## config.mk

```make
export PLATFORM = sky130hd
export DESIGN_NAME = pulse_stretcher
export DESIGN_NICKNAME = d
export VERILOG_FILES = /design/src/rtl/pulse_pkg.sv /design/src/rtl/tick_prescaler.sv /design/src/rtl/pulse_stretcher.sv
export SDC_FILE = /design/constraint.sdc
export NUM_CORES = 1
export LEC_CHECK = 0
export BUFFER_PORTS_ARGS = -buffer_cell sky130_fd_sc_hd__buf_2
export CORE_AREA = 2 2 58 82
export CTS_BUF_LIST = sky130_fd_sc_hd__clkbuf_16
export CTS_CLUSTER_SIZE = 12
export DETAILED_ROUTE_END_ITERATION = 10
export DIE_AREA = 0 0 60 84
export GPL_ROUTABILITY_DRIVEN = 0
export PLACE_DENSITY = 0.56
export SYNTH_ARGS = -nofsm -noshare
export SYNTH_HDL_FRONTEND = slang
export SYNTH_SLANG_ARGS = --single-unit
```

## constraint.sdc

```tcl
create_clock -name clk -period 4.74 [get_ports clk]
set_input_delay 1.185 -clock clk [delete_from_list [all_inputs] [get_ports clk]]
set_output_delay 1.185 -clock clk [all_outputs]
set_load 0.05 [all_outputs]
```

## src/rtl/pulse_pkg.sv

```systemverilog
// rtl/pulse_pkg.sv - shared state encoding and default timing constants for pulse_stretcher
package pulse_pkg;

   typedef enum logic [1:0] {
      ST_IDLE = 2'd0,
      ST_HIGH = 2'd1,
      ST_GAP  = 2'd2
   } state_t;

   localparam int TICK_DIV_DEF  = 1000;
   localparam int ON_TICKS_DEF  = 200;
   localparam int GAP_TICKS_DEF = 200;

   function automatic int max2(input int a, input int b);
      return (a > b) ? a : b;
   endfunction

endpackage

```

## src/rtl/tick_prescaler.sv

```systemverilog
// rtl/tick_prescaler.sv - one-cycle tick every TICK_DIV clocks, phase-aligned to restart
module tick_prescaler
   import pulse_pkg::*;
#(
   parameter int TICK_DIV = TICK_DIV_DEF
) (
   input  logic clk,
   input  logic rst,
   input  logic restart,
   output logic tick
);

   localparam int            CW   = $clog2(TICK_DIV);
   localparam logic [CW-1:0] LAST = CW'(TICK_DIV - 1);

   logic [CW-1:0] cnt_q, cnt_d;

   always_comb begin
      tick  = (cnt_q == LAST);
      cnt_d = cnt_q + 1'b1;
      if (restart || tick) begin
         cnt_d = '0;
      end
   end

   always_ff @(posedge clk or posedge rst) begin
      if (rst) begin
         cnt_q <= '0;
      end else begin
         cnt_q <= cnt_d;
      end
   end

endmodule

```

## src/rtl/pulse_stretcher.sv

```systemverilog
// rtl/pulse_stretcher.sv - stretches request pulses into timed high windows with a queued replay
module pulse_stretcher
   import pulse_pkg::*;
#(
   parameter int TICK_DIV  = TICK_DIV_DEF,
   parameter int ON_TICKS  = ON_TICKS_DEF,
   parameter int GAP_TICKS = GAP_TICKS_DEF,
   parameter int PEND_W    = 3
) (
   input  logic              clk,
   input  logic              rst,
   input  logic              pulse_in,
   input  logic              clr,
   output logic              out,
   output logic              busy,
   output logic [PEND_W-1:0] pending,
   output logic              overflow
);

   localparam int                TW       = $clog2(max2(ON_TICKS, GAP_TICKS) + 1);
   localparam logic [TW-1:0]     ON_LAST  = TW'(ON_TICKS - 1);
   localparam logic [TW-1:0]     GAP_LAST = TW'(GAP_TICKS - 1);
   localparam logic [PEND_W-1:0] PEND_MAX = '1;

   state_t            state_q, state_d;
   logic              out_q, out_d;
   logic              busy_q, busy_d;
   logic              ovf_q, ovf_d;
   logic [PEND_W-1:0] pend_q, pend_d;
   logic [TW-1:0]     tcnt_q, tcnt_d;

   logic tick;
   logic restart;
   logic phase_done;
   logic dec;
   logic take;
   logic inc;

   tick_prescaler #(
      .TICK_DIV(TICK_DIV)
   ) u_prescaler (
      .clk    (clk),
      .rst    (rst),
      .restart(restart),
      .tick   (tick)
   );

   always_comb begin
      phase_done = 1'b0;
      if (state_q == ST_HIGH) begin
         phase_done = tick && (tcnt_q == ON_LAST);
      end else if (state_q == ST_GAP) begin
         phase_done = tick && (tcnt_q == GAP_LAST);
      end

      // Holding restart through IDLE keeps both counters parked at zero for the next entry.
      restart = (state_q == ST_IDLE) || phase_done;

      tcnt_d = tcnt_q;
      if (restart) begin
         tcnt_d = '0;
      end else if (tick) begin
         tcnt_d = tcnt_q + 1'b1;
      end

      state_d = state_q;
      dec     = 1'b0;
      take    = 1'b0;
      case (state_q)
         ST_IDLE: begin
            if (pulse_in) state_d = ST_HIGH;
         end
         ST_HIGH: begin
            if (phase_done) state_d = ST_GAP;
         end
         ST_GAP: begin
            if (phase_done) begin
               if (pend_q != '0) begin
                  state_d = ST_HIGH;
                  dec     = 1'b1;
               end else if (pulse_in) begin
                  state_d = ST_HIGH;
                  take    = 1'b1;
               end else begin
                  state_d = ST_IDLE;
               end
            end
         end
         default: state_d = ST_IDLE;
      endcase

      // A request that directly starts the next window is never queued.
      inc = pulse_in && (state_q != ST_IDLE) && !take;

      pend_d = pend_q;
      ovf_d  = 1'b0;
      if (clr) begin
         pend_d = '0;
      end else if (inc && !dec) begin
         if (pend_q == PEND_MAX) begin
            ovf_d = 1'b1;
         end else begin
            pend_d = pend_q + 1'b1;
         end
      end else if (dec && !inc) begin
         pend_d = pend_q - 1'b1;
      end

      out_d  = (state_d == ST_HIGH);
      busy_d = (state_d != ST_IDLE);
   end

   always_ff @(posedge clk or posedge rst) begin
      if (rst) begin
         state_q <= ST_IDLE;
         out_q   <= 1'b0;
         busy_q  <= 1'b0;
         ovf_q   <= 1'b0;
         pend_q  <= '0;
         tcnt_q  <= '0;
      end else begin
         state_q <= state_d;
         out_q   <= out_d;
         busy_q  <= busy_d;
         ovf_q   <= ovf_d;
         pend_q  <= pend_d;
         tcnt_q  <= tcnt_d;
      end
   end

   assign out      = out_q;
   assign busy     = busy_q;
   assign pending  = pend_q;
   assign overflow = ovf_q;

endmodule

```

# [Yosys cells after proc, flatten, opt, wreduce, memory -nomap -nowiden]
# Cells that the tools add are included.
[word_totals] regBits=26 mem_count=0 inputBits=4 romBits=0 out_inout_bits=6 latchBits=0 elab_cells=60 ram_bits=0
[classes] magnitude_cmp=0 mux=25 addsub=4 bitwise_logic=0 n_eq_ne=7 shifts=0 mul=0 n_reduce_logical=17 n_div=0
[ops] op="$mux W8" n=2
[ops] op="$mux W1" n=14
[ops] op="$mux W3" n=4
[ops] op="$add A10 B1 Y10 const B" n=1
[ops] op="$eq A10 B10 Y1 const B" n=1
[ops] op="$mux W10" n=1
[ops] op="$add A8 B1 Y8 const B" n=1
[ops] op="$eq A8 B8 Y1 const B" n=1
[ops] op="$mux W2" n=3
[ops] op="$pmux W2 S3" n=1
[ops] op="$reduce_bool A2 Y1" n=3
[ops] op="$reduce_bool A3 Y1" n=2
[ops] op="$logic_and A1 B1 Y1" n=5
[ops] op="$eq A2 B1 Y1 const B" n=2
[ops] op="$add A3 B1 Y3 const B" n=1
[ops] op="$eq A3 B3 Y1 const B" n=1
[ops] op="$logic_not A1 Y1" n=3
[ops] op="$ne A3 B3 Y1 const B" n=1
[ops] op="$sub A3 B1 Y3 const B" n=1
[ops] op="$eq A2 B2 Y1 const B" n=1
[ops] op="$logic_not A2 Y1" n=1
[ops] op="$logic_or A1 B1 Y1" n=2
[ops] op="$reduce_and A2 Y1" n=1

# [Longest topological paths before layout]
[logic_depth] word_depth=13 mapped_depth=10 mapped_depth_nobuf=10

# [By module]
# From an unflattened synthesis, not the netlist that was laid out.
[unflattened] hier_cells=143 hier_area_um2=1456.4
[modules_own_cells] module="pulse_stretcher" seq_area_each_um2=400.4 cells_per_inst=86 area_each_um2=910.9 instances=1
[modules_own_cells] module="tick_prescaler" seq_area_each_um2=250.2 cells_per_inst=57 area_each_um2=545.5 instances=1

# [Least setup slack after synthesis]
# No wires, ideal clock.
[synth_timing] path_type="in2reg" from="input pulse_in" to="register pend_q[2] (netlist: pending[2])" setup_time_ps=126 path_buffers=1 arrival_time_ps=2409 path_stages=8 t_required_ps=4614 slack_ps=2205 path_cell_list="clkbuf_1 > o211ai_2 > nand2_1 > fa_1 > nand4_1 > or3_1 > o311ai_1 > nor2_1"
[synth_between] elab_chain_cells=10 word_cells_on_any_way=15 cone_classes="1 x eq/ne; 6 x mux; 8 x reduce/logical"
[synth_lines] element="start: declaration" line="pulse_stretcher.sv:12" text="input logic pulse_in,"
[synth_lines] element="$mux W1" line="pulse_stretcher.sv:81" text="end else if (pulse_in) begin"
[synth_lines] element="$mux W1" line="pulse_stretcher.sv:78" text="if (pend_q != '0) begin"
[synth_lines] element="$mux W1" line="pulse_stretcher.sv:77" text="if (phase_done) begin"
[synth_lines] element="$mux W1" line="pulse_stretcher.sv:69" text="case (state_q)"
[synth_lines] element="$logic_not A1 Y1" line="pulse_stretcher.sv:93" text="inc = pulse_in && (state_q != ST_IDLE) && !take;"
[synth_lines] element="$logic_and A1 B1 Y1 *" line="pulse_stretcher.sv:93"
[synth_lines] element="$logic_not A1 Y1" line="pulse_stretcher.sv:105" text="end else if (dec && !inc) begin"
[synth_lines] element="$logic_and A1 B1 Y1" line="pulse_stretcher.sv:105"
[synth_lines] element="$reduce_bool A3 Y1 (no line)"
[synth_lines] element="$reduce_and A2 Y1 (no line)"
[synth_lines] element="end signal: assignment" line="pulse_stretcher.sv:126" text="pend_q <= pend_d;"
[synth_lines] element="end: declaration" line="pulse_stretcher.sv:29" text="logic [PEND_W-1:0] pend_q, pend_d;"
# Mark *: on every way between the ends. The rest lies on a longest branch, timed or not.
# A chain may end at the register's enable or synchronous reset.

# [Final worst setup path]
[layout_timing] from="register tcnt_q[0]" to="register pend_q[2] (netlist: pending[2])"
[layout_between] elab_chain_cells=12 word_cells_on_any_way=19 cone_classes="2 x eq/ne; 8 x mux; 9 x reduce/logical"
[layout_lines] element="start: declaration" line="pulse_stretcher.sv:30" text="logic [TW-1:0] tcnt_q, tcnt_d;"
[layout_lines] element="start signal: assignment" line="pulse_stretcher.sv:127" text="tcnt_q <= tcnt_d;"
[layout_lines] element="$eq A8 B8 Y1 *" line="pulse_stretcher.sv:51, pulse_stretcher.sv:53"
[layout_lines] element="$logic_and A1 B1 Y1 *" line="pulse_stretcher.sv:51, pulse_stretcher.sv:53"
[layout_lines] element="$mux W1" line="pulse_stretcher.sv:52" text="end else if (state_q == ST_GAP) begin"
[layout_lines] element="$mux W1 *" line="pulse_stretcher.sv:50" text="if (state_q == ST_HIGH) begin"
[layout_lines] element="$mux W1" line="pulse_stretcher.sv:77"
[layout_lines] element="$mux W1" line="pulse_stretcher.sv:69"
[layout_lines] element="$logic_not A1 Y1" line="pulse_stretcher.sv:93"
[layout_lines] element="$logic_and A1 B1 Y1" line="pulse_stretcher.sv:93"
[layout_lines] element="$logic_not A1 Y1" line="pulse_stretcher.sv:105"
[layout_lines] element="$logic_and A1 B1 Y1" line="pulse_stretcher.sv:105"
[layout_lines] element="$reduce_bool A3 Y1 (no line)"
[layout_lines] element="$reduce_and A2 Y1 (no line)"
# Marked as above.

==> Flow_metrics.wiki <==
{| class="wikitable"
! Metric !! Value
|-
| Iteration count of the initial detailed-routing pass || 4
|-
| Crit path arrival time || 2.70 ns
|-
| Cell type contributing the most total cell area after synthesis || dfrtp_1
|-
| Worst-Skew Late Latency || 0.26 ns
|-
| Worst endpoint required time || 4.93 ns
|-
| Clock transition at the registers of the reported paths || 0.06 ns
|-
| Crit start category || flip-flop
|-
| Outcome || completed
|-
| Total clock sinks || 26
|-
| Most common library cells after synthesis || 26 x dfrtp_1, 18 x nor2_1, 12 x nand2_1, 12 x xor2_1, 11 x nand3_1
|-
| Worst R2R Start || tcnt_q[0]$_DFFE_PP0N_
|-
| Number of instances in the synthesized netlist || 152
|-
| Unrepaired setup endpoints after global routing || no
|-
| Crit path largest cell delay || 0.49 ns
|-
| Synth unique cells || 44
|-
| Die Y || 84 um
|-
| TritonCTS clock tree || built
|-
| Post-synthesis instance area || 1480 um^2
|-
| Detailed-route via count || 1,151
|-
| Number of synthesized flops with an enable pin || 0
|-
| Cts repair resizes || 0
|-
| Count of final max-slew check failures || 0
|-
| HP Start || u_prescaler.cnt_q[0]$_DFF_PP0_
|-
| Power Density || 277 nW/um^2
|-
| Routed wire length per instance || 13.6 um
|-
| Setup Buffers After CTS || 0
|-
| Placed wire-length estimate after detailed placement || 2.18 mm
|-
| Area Growth Syn to Fin || 11.9%
|-
| Crit path cell chain || ha_1 > nand4_1 > or4_1 > o211ai_2 > nand2_1 > fa_1 > nand4_1 > or3_1 > o311ai_1 > nor2_1
|-
| CTS Buf Count || 3
|-
| Chip Width || 60 um
|-
| Utilization of the core after routing || 37.6%
|-
| Finished Layout Cells || 222
|-
| Accumulated negative setup slack || 0 ns
|-
| Largest net degree at the start of global routing || 27
|-
| Detailed router's first-iteration violation count || 56
|-
| Number of global-route vias before repair || 1,193
|-
| Setup Viol. Count Final || 0
|-
| I/O Buffers || 9
|-
| Worst setup path start || tcnt_q[0]$_DFFE_PP0N_
|-
| Number of max-capacitance violations reported || 0
|-
| Drt drc || 0
|-
| Max stage delay cell, worst path || or4_1
|-
| Final Hold Vio Count || 0
|-
| Root buf cell || clkbuf_16
|-
| Most frequent cell after synthesis || dfrtp_1
|-
| Post-synthesis sequential area ratio || 44.1%
|-
| Maximum buffer depth of the clock tree || 2
|-
| Warnings from Yosys || 0
|-
| Overall global routing resource usage || 13.9%
|-
| Async SR Flop Fraction || 100%
|-
| Top_reg_cell synth || dfrtp_1
|-
| Top-Level Pins || 10
|-
| Via/cell ratio || 5.18
|-
| Setup clock skew after layout || 0.00229 ns
|-
| Per-instance average area after synthesis || 9.71 um^2
|-
| Post-route antenna net violation count || 0
|-
| Grt ovf || 0
|-
| Final worst-path cycle share || 53.0%
|-
| Area share of the largest cell type after synthesis || 44.1%
|-
| Initial core utilization || 33.6%
|-
| Antenna cell count || 0
|-
| Maximum clock frequency || 0.398 GHz
|-
| Global-route wire length before repair || 5.51 mm
|-
| Number of placed instances with taps included || 219
|-
| Worst hold path type || flip-flop to flip-flop
|-
| Initial antenna violation count || 0
|-
| Flop and latch count out of synthesis || 26
|-
| Post-layout net count || 169
|-
| Max FO, Critical Path || 4
|-
| Placement row count || 29
|-
| Die Outline Area || 5040 um^2
|-
| CTS Hold Buffers Added || 0
|-
| Final min period || 2.51 ns
|-
| Global-route track usage on met2 || 22.4%
|-
| Core Area || 4390 um^2
|-
| Layout cells sized above 1 || 16.9%
|-
| Global routing usage on met3 || 1.40%
|-
| Global route hottest layer || met2
|-
| Area taken by multi-input logic gates || 776 um^2
|-
| Worst relative slew slack || 33.1%
|-
| Global routing usage on met1 || 18.2%
|-
| Path type of the worst setup path || flip-flop to flip-flop
|-
| Max H-tree Level || 1
|-
| VDD IR max || 0.000141 V
|-
| Leak || 0.683 nW
|-
| Critical Path Sink Type || flip-flop
|-
| Register cell area after layout || 651 um^2
|-
| Slew of the pin with the lowest slew margin || 1.00 ns
|-
| DRT Wirelength || 3.01 mm
|-
| Synthesized Nets || 159
|-
| Most common cell type on the critical path || nand4_1
|-
| Number of inserted filler cells in the final layout || 457
|-
| Dominant cells by area after synthesis || dfrtp_1 44%, xor2_1 7.1%, nor2_1 4.6%, nand3_1 3.7%, nand2_1 3.1%
|}
[final cells by class]
cell class / instances / area share, %
clock buffers: 3 / 4.55
inverters: 7 / 1.59
multi-input cells: 115 / 47.0
flip-flops and latches: 26 / 39.4
repair buffers: 9 / 2.73
well taps: 62 / 4.70
[through the flow]
| stage | hold slack [ns] | total power, mW | cell area [um^2] | worst slack (ns) |
|---|---|---|---|---|
| 4_1_cts | 0.500 | 0.463 | 1650 | 2.21 |
| 6_report | 0.494 | 0.457 | 1650 | 2.23 |
| 5_1_grt | 0.529 | 0.478 | 1650 | 2.03 |
| 3_5_place_dp | 0.491 | 0.278 | 1580 | 2.17 |
| 3_3_place_gp | 0.487 | 0.278 | 1580 | 2.25 |
| 2_1_floorplan | 0.451 | 0.266 | 1480 | 2.20 |
[per-layer routing]
metal  part of all wire (%)  vias to the layer above
met5                      0                        -
met4                    1.7                        0
met3                    1.4                        4
met2                     54                       15
met1                     43                      574
li1                       -                      558
[final timing paths]
| kind | end | slack [ns] | depth (start not counted) |
|---|---|---|---|
| worst max-delay path | pending[2]$_DFFE_PP0P_ | 2.23 | 10 |
| worst min-delay path | u_prescaler.cnt_q[0]$_DFF_PP0_ | 0.49 | 1 |
| worst max register to register | pending[2]$_DFFE_PP0P_ | 2.23 | 10 |
| worst min register to register | u_prescaler.cnt_q[0]$_DFF_PP0_ | 0.49 | 1 |
| max in group asynchronous | u_prescaler.cnt_q[6]$_DFF_PP0_ | 2.98 | 2 |
| min in group asynchronous | pending[2]$_DFFE_PP0P_ | 1.16 | 2 |
[power breakdown]
part | switching (mW) | total [mW] | internal [mW]
Combinational | 0.0303 | 0.0432 | 0.0129
Sequential | 0.00572 | 0.231 | 0.225
Clock | 0.0717 | 0.183 | 0.112
Total | 0.108 | 0.457 | 0.349
[state kept, by name, indices dropped and copies added, names as in the netlist]
| name | count |
|---|---|
| busy | 1 |
| state_q | 2 |
| overflow | 1 |
| tcnt_q | 8 |
| out | 1 |
| u_prescaler.cnt_q | 10 |
| pending | 3 |
[cell families after synthesis]
family	Yosys count	synth area share (%)
buf+inv	11	3.31
simple gates	70	27.8
mux	1	0.763
compound gates	28	13.2
fa+ha+maj	3	3.05
xor+xnor	13	7.72
flops	26	44.1
[placed cells by master (no fill, tap or decap), drive strengths merged, types with 3 or more instances in the layout]
cell / n
dfrtp: 26
nor2: 19
nand2: 13
xor2: 12
nand3: 11
buf: 9
a21oi: 8
nand4: 8
o21ai: 8
inv: 7
and3: 4
nor3: 4
or3: 4
clkbuf: 3
o211ai: 3
[critical path, delay by kind of cell (launching register included)]
family                     cells  cell delay (ns)
DFF                            1             0.39
adders and majority gates      2             0.64
and+or+nand+nor                6             1.09
AOI/OAI and AO/OA              2             0.32
Power figures use the tool's default switching activity.
